### src/rtl/fetch_predict.sv
// Instruction fetch stage with a 2-bit direction predictor, a direct-mapped BTB
// and the IF/ID pipeline register.
module fetch_predict #(
    parameter logic [31:0] RESET_PC = 32'h0000_0000
) (
    input  logic        i_clk,
    input  logic        i_reset,
    input  logic        i_stall_if,
    input  logic        i_flush_id,
    input  logic        i_id_branch,
    input  logic        i_id_pc_src,
    input  logic        i_id_jump,
    input  logic [31:0] i_id_pc_branch,
    input  logic [31:0] i_id_pc_jump,
    input  logic        i_pred_update_en,
    input  logic        i_pred_update_taken,
    input  logic [7:0]  i_pred_update_index,
    input  logic        i_btb_update_en,
    input  logic [5:0]  i_btb_update_index,
    input  logic [19:0] i_btb_update_tag,
    input  logic [31:0] i_btb_update_target,
    output logic [31:0] o_imem_addr,
    input  logic [31:0] i_imem_rdata,
    output logic [31:0] o_if_id_instr,
    output logic [31:0] o_if_id_pc,
    output logic [31:0] o_if_id_pc_plus_4,
    output logic        o_if_id_pred_taken
);

    logic [31:0] r_pc;
    logic [31:0] r_if_id_instr;
    logic [31:0] r_if_id_pc;
    logic [31:0] r_if_id_pc_plus_4;
    logic        r_if_id_pred_taken;

    logic [1:0]  r_ctr        [256];
    logic        r_btb_valid  [64];
    logic [19:0] r_btb_tag    [64];
    logic [31:0] r_btb_target [64];

    logic [31:0] w_pc_plus_4;
    logic [1:0]  w_ctr;
    logic [5:0]  w_btb_idx;
    logic        w_btb_hit;
    logic        w_pred_taken;
    logic        w_redirect_case;
    logic [31:0] w_redirect_target;
    logic        w_redirect;
    logic [31:0] w_next_pc;
    logic        w_if_id_clear;

    assign w_pc_plus_4  = r_pc + 32'd4;
    assign w_ctr        = r_ctr[r_pc[9:2]];
    assign w_btb_idx    = r_pc[11:6];
    assign w_btb_hit    = r_btb_valid[w_btb_idx] && (r_btb_tag[w_btb_idx] == r_pc[31:12]);
    assign w_pred_taken = w_ctr[1] && w_btb_hit;

    // Decode-stage resolution: jumps always redirect, branches only when the
    // prediction carried in IF/ID turned out wrong.
    always_comb begin
        // NOTE: every output of a combinational block gets a default first, so no latch is inferred.
        w_redirect_case   = 1'b1;
        w_redirect_target = 32'h0;
        if (i_id_jump) begin
            w_redirect_target = i_id_pc_jump;
        end else if (i_id_branch && i_id_pc_src && !r_if_id_pred_taken) begin
            w_redirect_target = i_id_pc_branch;
        end else if (i_id_branch && !i_id_pc_src && r_if_id_pred_taken) begin
            w_redirect_target = r_if_id_pc_plus_4;
        end else begin
            w_redirect_case = 1'b0;
        end
    end

    assign w_redirect    = w_redirect_case && !i_stall_if;
    assign w_if_id_clear = w_redirect || i_flush_id;

    always_comb begin
        w_next_pc = w_pc_plus_4;
        if (w_redirect) begin
            w_next_pc = w_redirect_target;
        end else if (i_stall_if) begin
            w_next_pc = r_pc;
        end else if (w_pred_taken) begin
            w_next_pc = r_btb_target[w_btb_idx];
        end
    end

    // NOTE: sequential state uses non-blocking assignments so every register samples pre-edge values.
    always_ff @(posedge i_clk) begin
        if (i_reset) begin
            r_pc               <= RESET_PC;
            r_if_id_instr      <= 32'h0;
            r_if_id_pc         <= 32'h0;
            r_if_id_pc_plus_4  <= 32'h0;
            r_if_id_pred_taken <= 1'b0;
        end else begin
            r_pc <= w_next_pc;
            if (w_if_id_clear) begin
                r_if_id_instr      <= 32'h0;
                r_if_id_pc         <= 32'h0;
                r_if_id_pc_plus_4  <= 32'h0;
                r_if_id_pred_taken <= 1'b0;
            end else if (!i_stall_if) begin
                r_if_id_instr      <= i_imem_rdata;
                r_if_id_pc         <= r_pc;
                r_if_id_pc_plus_4  <= w_pc_plus_4;
                r_if_id_pred_taken <= w_pred_taken;
            end
        end
    end

    always_ff @(posedge i_clk) begin
        if (i_reset) begin
            for (int i = 0; i < 256; i++) r_ctr[i] <= 2'b01;
        end else if (i_pred_update_en && !i_stall_if) begin
            if (i_pred_update_taken) begin
                if (r_ctr[i_pred_update_index] != 2'b11)
                    r_ctr[i_pred_update_index] <= r_ctr[i_pred_update_index] + 2'd1;
            end else if (r_ctr[i_pred_update_index] != 2'b00) begin
                r_ctr[i_pred_update_index] <= r_ctr[i_pred_update_index] - 2'd1;
            end
        end
    end

    always_ff @(posedge i_clk) begin
        if (i_reset) begin
            for (int i = 0; i < 64; i++) r_btb_valid[i] <= 1'b0;
        end else if (i_btb_update_en && !i_stall_if) begin
            r_btb_valid[i_btb_update_index] <= 1'b1;
        end
    end

    // NOTE: tag/target storage has no reset; an entry is only consulted once its valid bit is set.
    always_ff @(posedge i_clk) begin
        if (!i_reset && i_btb_update_en && !i_stall_if) begin
            r_btb_tag[i_btb_update_index]    <= i_btb_update_tag;
            r_btb_target[i_btb_update_index] <= i_btb_update_target;
        end
    end

    assign o_imem_addr        = r_pc;
    assign o_if_id_instr      = r_if_id_instr;
    assign o_if_id_pc         = r_if_id_pc;
    assign o_if_id_pc_plus_4  = r_if_id_pc_plus_4;
    assign o_if_id_pred_taken = r_if_id_pred_taken;

endmodule
### config.mk
export PLATFORM = sky130hd
export DESIGN_NAME = fetch_predict
export DESIGN_NICKNAME = d
export VERILOG_FILES = /design/src/rtl/fetch_predict.sv
export SDC_FILE = /design/constraint.sdc
export NUM_CORES = 2
export LEC_CHECK = 0
export BUFFER_PORTS_ARGS = -buffer_cell sky130_fd_sc_hd__buf_2
export CORE_ASPECT_RATIO = 1.75
export CORE_MARGIN = 4
export CORE_UTILIZATION = 30
export DETAILED_ROUTE_END_ITERATION = 10
export GPL_TIMING_DRIVEN = 0
export PLACE_DENSITY_LB_ADDON = 0.1
export SETUP_SLACK_MARGIN = 0.2
export SLEW_MARGIN = 10
export SYNTH_ARGS = -nofsm -noshare
export SYNTH_HDL_FRONTEND = slang
export SYNTH_SLANG_ARGS = --single-unit
### constraint.sdc
create_clock -name i_clk -period 4.67 [get_ports i_clk]
set_input_delay 0.2335 -clock i_clk [delete_from_list [all_inputs] [get_ports i_clk]]
set_output_delay 0.2335 -clock i_clk [all_outputs]
set_load 0.01 [all_outputs]
# Yosys cells after proc, flatten, opt, wreduce, memory -nomap -nowiden
# Memories as Yosys holds them, arrays and structs flattened. A register that Yosys moved wholly into a read port is not among the register bits.
# Index checks and enable logic that the tools add are counted.
[word_totals] elab_cells=77 memories=4 output_inout_bits=129 regBits=129 ramBits=3904 input_bits=172
[memory_table] name="r_btb_target" words=64 width=32 read_ports=1 rd_ports_with_merged_regs=1 wr=1 line_no="39" source="logic [31:0] r_btb_target [64];"
[memory_table] name="r_btb_tag" words=64 width=20 read_ports=1 rd_ports_with_merged_regs=1 wr=1 line_no="38" source="logic [19:0] r_btb_tag [64];"
[memory_table] name="r_ctr" words=256 width=2 read_ports=2 rd_ports_with_merged_regs=1 wr=256 line_no="36" source="logic [1:0] r_ctr [256];"
[memory_table] name="r_btb_valid" words=64 width=1 read_ports=1 rd_ports_with_merged_regs=1 wr=64 line_no="37" source="logic r_btb_valid [64];"
[classes] reduce_logical=20 n_mux=41 bitwise_logic=1 add_sub_neg=3 eq_ne=3
[ops] cell="2-to-1 mux 32 bit" count=6
[ops] cell="2-to-1 mux 6 bit" count=7
[ops] cell="adder 32 x 3 -> 32 bit (second input constant)" count=1
[ops] cell="2-to-1 mux 8 bit" count=3
[ops] cell="2-to-1 mux 1 bit" count=23
[ops] cell="== test 20 bit" count=1
[ops] cell="logical AND 1 bit" count=11
[ops] cell="logical NOT 1 bit" count=4
[ops] cell="2-to-1 mux 2 bit" count=2
[ops] cell="OR reduction 2 bit" count=2
[ops] cell="adder 2 x 1 -> 2 bit (second input constant)" count=1
[ops] cell="inequality test 2 x 1 -> 1 bit (second input constant)" count=1
[ops] cell="inequality test 2 bit (second input constant)" count=1
[ops] cell="nonzero test 2 bit" count=1
[ops] cell="subtractor 2 x 1 -> 2 bit (second input constant)" count=1
[ops] cell="logical OR 1 bit" count=1
[ops] cell="bitwise OR 1 bit" count=1
[ops] cell="OR reduction 1 bit" count=1

# Longest topological paths before layout
[logic_depth] ltp_word=10 mapped_depth=18 mapped_depth_nobuf=11

# Worst setup path after synthesis
# No wires, ideal clock.
[synth_timing] path_kind="input-to-reg" start="input i_pred_update_index[0]" end="memory r_ctr[224][0] (enable)" slack_ns=0.617 required_ns=4.355 setup_time_ns=0.315 n_path_buf=7 cell_stages=15 arrival_time_ns=3.738 cell_sequence="buf_4 -> buf_4 -> buf_2 -> buf_2 -> buf_2 -> mux4_2 -> mux4_2 -> a32oi_1 -> o211ai_1 -> nor2b_1 -> mux2i_4 -> buf_6 -> nand3_1 -> buf_2 -> o21bai_1"
[synth_lines] item="from (decl)" line_no="17" source="input logic [7:0] i_pred_update_index,"
[synth_lines] item="to (decl)" line_no="36"

==> impl_metrics.json <==
{
  "status": "complete, but fails checks",
  "failed_checks": "capacitance limit, slew limit, setup timing",
  "arrival_ps": 5640,
  "cts_tree": "yes",
  "dpl_cell_area_sq_mm": 0.183,
  "layout_setup_ws_ps": -123,
  "setup_viol": 8,
  "worst_setup_path_end_kind": "flop",
  "grt_use_total": 0.258,
  "grt_pass1_vias": 99500,
  "power_density_mw_per_mm2": 398,
  "p_switching_mw": 20.0,
  "viasPerCell": 5.63,
  "rsz0062_at_grt": "true",
  "ys_async_sr_fraction": 0,
  "clkPwrFrac": 0.397,
  "switching_share": 0.249,
  "yosysWarnings": 0,
  "synth_ff_type": "edfxtp_1",
  "numCtsBuffers": 395,
  "rows": 359,
  "antenna_left": 0,
  "post-place-ws_ps": -3430,
  "final_common_cell": "edfxtp_1",
  "layout.area.seq_sq_mm": 0.119,
  "antenna_found_initial": 60,
  "combPwrFrac": 0.107,
  "fin_setup_tns_ps": -348,
  "ys_seq_elements": 4041,
  "worst-path-max-fanout": 6,
  "skew_ps": 121,
  "n_fill_cell": 50300,
  "routed_wl_um": 738000,
  "leakage_nw": 62.0,
  "ir_worst_vdd_mv": 0.367,
  "dp_hpwl_um": 535000,
  "worstSetupStartpointType": "flop",
  "syn-num-nets": 8524,
  "grt_max_degree": 65,
  "multi_input_comb_area_sq_mm": 0.0432,
  "fin_util": 0.370,
  "fin_crit_ps": 4790,
  "portBuffers": 293,
  "met3_usage": 0.0432,
  "ys_seq_area_frac": 0.727,
  "nets": 9853,
  "final_cell_mix": "edfxtp_1 (3,840), mux4_2 (1,143), clkbuf_16 (416), buf_2 (335), nand3_1 (310)",
  "start_util": 0.301,
  "netlist_area_sq_mm": 0.164,
  "drcViolationCount": 0,
  "dr.first_iter.drc_count": 10600,
  "synth_area_per_cell_sq_um": 19.6,
  "core_area_sq_mm": 0.546,
  "grt_util_met2": 0.463,
  "first_pass_iters": 8,
  "drv_cap": 1,
  "clock_latency_ps": 980,
  "timing_worst_setup_path_type": "reg -> reg",
  "seq_power_share": 0.496,
  "syn_inst": 8351,
  "hold_violations": 0,
  "place.gp.congestion": 0.934,
  "use_met1": 0.286,
  "dieArea_sq_mm": 0.559,
  "maxSlewHeadroom": -0.0408,
  "cts-htree-levels": 5,
  "p_int_mw": 60.5,
  "die_y_um": 986,
  "synth_cell_type_count": 83,
  "post-route-period-util": 1.03,
  "fp.dieW_um": 567,
  "drive_above_1_share": 0.341,
  "fin_area_sq_mm": 0.202,
  "clock_path_buffers": 4,
  "power.total_mw": 80.6,
  "cts.sinks": 4041,
  "grt_pass1_wl_um": 962000,
  "grt_remaining_overflow": 0,
  "ios": 301,
  "tightest_slew_ps": 1560,
  "busiest_layer": "met2",
  "area_growth_pct": 23.2,
  "fmax_mhz": 209,
  "synth-edff-count": 3840,
  "clockRootBuffer": "clkbuf_16",
  "slew_viol_final": 11,
  "via_count": 97200,
  "wl_per_cell_um": 42.7,
  "worstPathRequired_ps": 5520,
  "hold_path_class": "in -> reg",
  "path_clk_slew_ps": 70
}
[worst max-delay path, cell delays in order (launching register included)]
cell and delay (ps):
dfxtp_4 480, buf_12 240, buf_16 170, buf_16 160
buf_16 150, mux2_4 310, a221oi_2 300, a21oi_2 110
a211oi_2 340, mux2i_1 300, or4b_4 500, or4_4 620
a2111oi_4 260, buf_6 210, mux2i_2 90, a221oi_2 230
buf_4 190
[cell usage after synthesis (8+ instances only)]
cell type	count	area, sq um
a21o_1	8	60.1
mux2i_1	270	2700
dfxtp_1	201	4020
a2111oi_0	10	87.6
nand2b_1	17	106
a31oi_1	32	200
and3_1	17	106
buf_1	49	184
a22oi_1	108	811
nand2_1	156	586
nor2b_1	32	200
inv_1	83	312
o22ai_1	110	688
xnor2_1	24	210
o221ai_1	22	193
clkbuf_1	375	1410
xor2_1	11	96.3
a221oi_1	19	166
a22o_1	9	78.8
a211oi_1	32	240
mux2_2	28	315
o21bai_1	149	1120
a21oi_1	88	440
mux4_2	1141	25700
o21ai_0	39	195
o21ai_1	8	40.0
buf_6	15	169
buf_4	66	495
nor3_1	285	1430
or4_1	9	67.6
nand3_1	322	1610
nand4_1	14	87.6
or3_1	13	81.3
nor2_1	299	1120
and2_1	20	125
nor4_1	23	144
edfxtp_1	3840	115000
nand3b_1	12	90.1
a31o_2	121	1060
buf_2	156	781
a311oi_1	8	70.1
[flip-flops by register name, summed over array words and instances (netlist names), named ones only]
register / flops
r_btb_target: 2048
o_if_id_pc_plus_4: 30
r_btb_valid: 64
o_if_id_pc: 32
o_if_id_instr: 32
o_imem_addr: 32
r_btb_tag: 1280
r_ctr: 512
o_if_id_pred_taken: 1
[cells by family after synthesis]
kind of cell / share of synthesized area
compound gates: 0.0364
xor+xnor: 0.00187
fa+ha+maj: 0.0000762
buf+inv: 0.0216
flops: 0.727
mux: 0.176
simple gates: 0.0366
[worst paths after layout]
kind / start / end / slack [ps] / cells past startpoint
worst max-delay path: flop / flop / -120 / 16
worst min-delay path: i_btb_update_tag[15] / r_btb_tag[33][15] / 50 / 1
worst max register to register: flop / flop / -120 / 16
worst min register to register: r_btb_valid[50] / r_btb_valid[50] / 460 / 2
[power by group through the flow]
stage               logic (mW)  clock network [mW]  registers (mW)
floorplan                 3.78                   0            40.7
global placement          7.44                   0            40.7
detailed placement        7.65                   0            40.7
CTS                       8.53                32.6            40.0
global route              8.83                34.0            39.9
finish                    8.60                32.0            40.0
[metal layers]
metal,part of all wire,vias to the layer above
met3,0.062,1709
met4,0.074,18
met2,0.51,4915
met1,0.35,53100
li1,-,37500
met5,0.00016,-
[through the flow]
step                      hold slack (ps)  cells
final                                49.8  17300
after global routing                 53.4  17200
after CTS                           0.684  17200
after detailed placement              451  16200
after global placement                452  15900
after floorplan                       332   8351
[timing repair]
item	CTS	global route
setup endpoints to repair	1067	1020
pin swaps	48	39
resized for setup	958	106
cloned	7	0
hold endpoints to repair	811	739
hold buffers	133	13
buffers inserted	106	14
[layout make-up]
cell class / count / area share
Sequential cell: 4041 / 0.590
Multi-Input combinational cell: 3552 / 0.214
Timing Repair Buffer: 933 / 0.0577
Clock buffer: 506 / 0.0528
Tap cell: 7220 / 0.0447
Buffer: 672 / 0.0296
Clock inverter: 221 / 0.00930
Inverter: 85 / 0.00160
Antenna cell: 35 / 0.000433
Power figures use the tool's default switching activity.
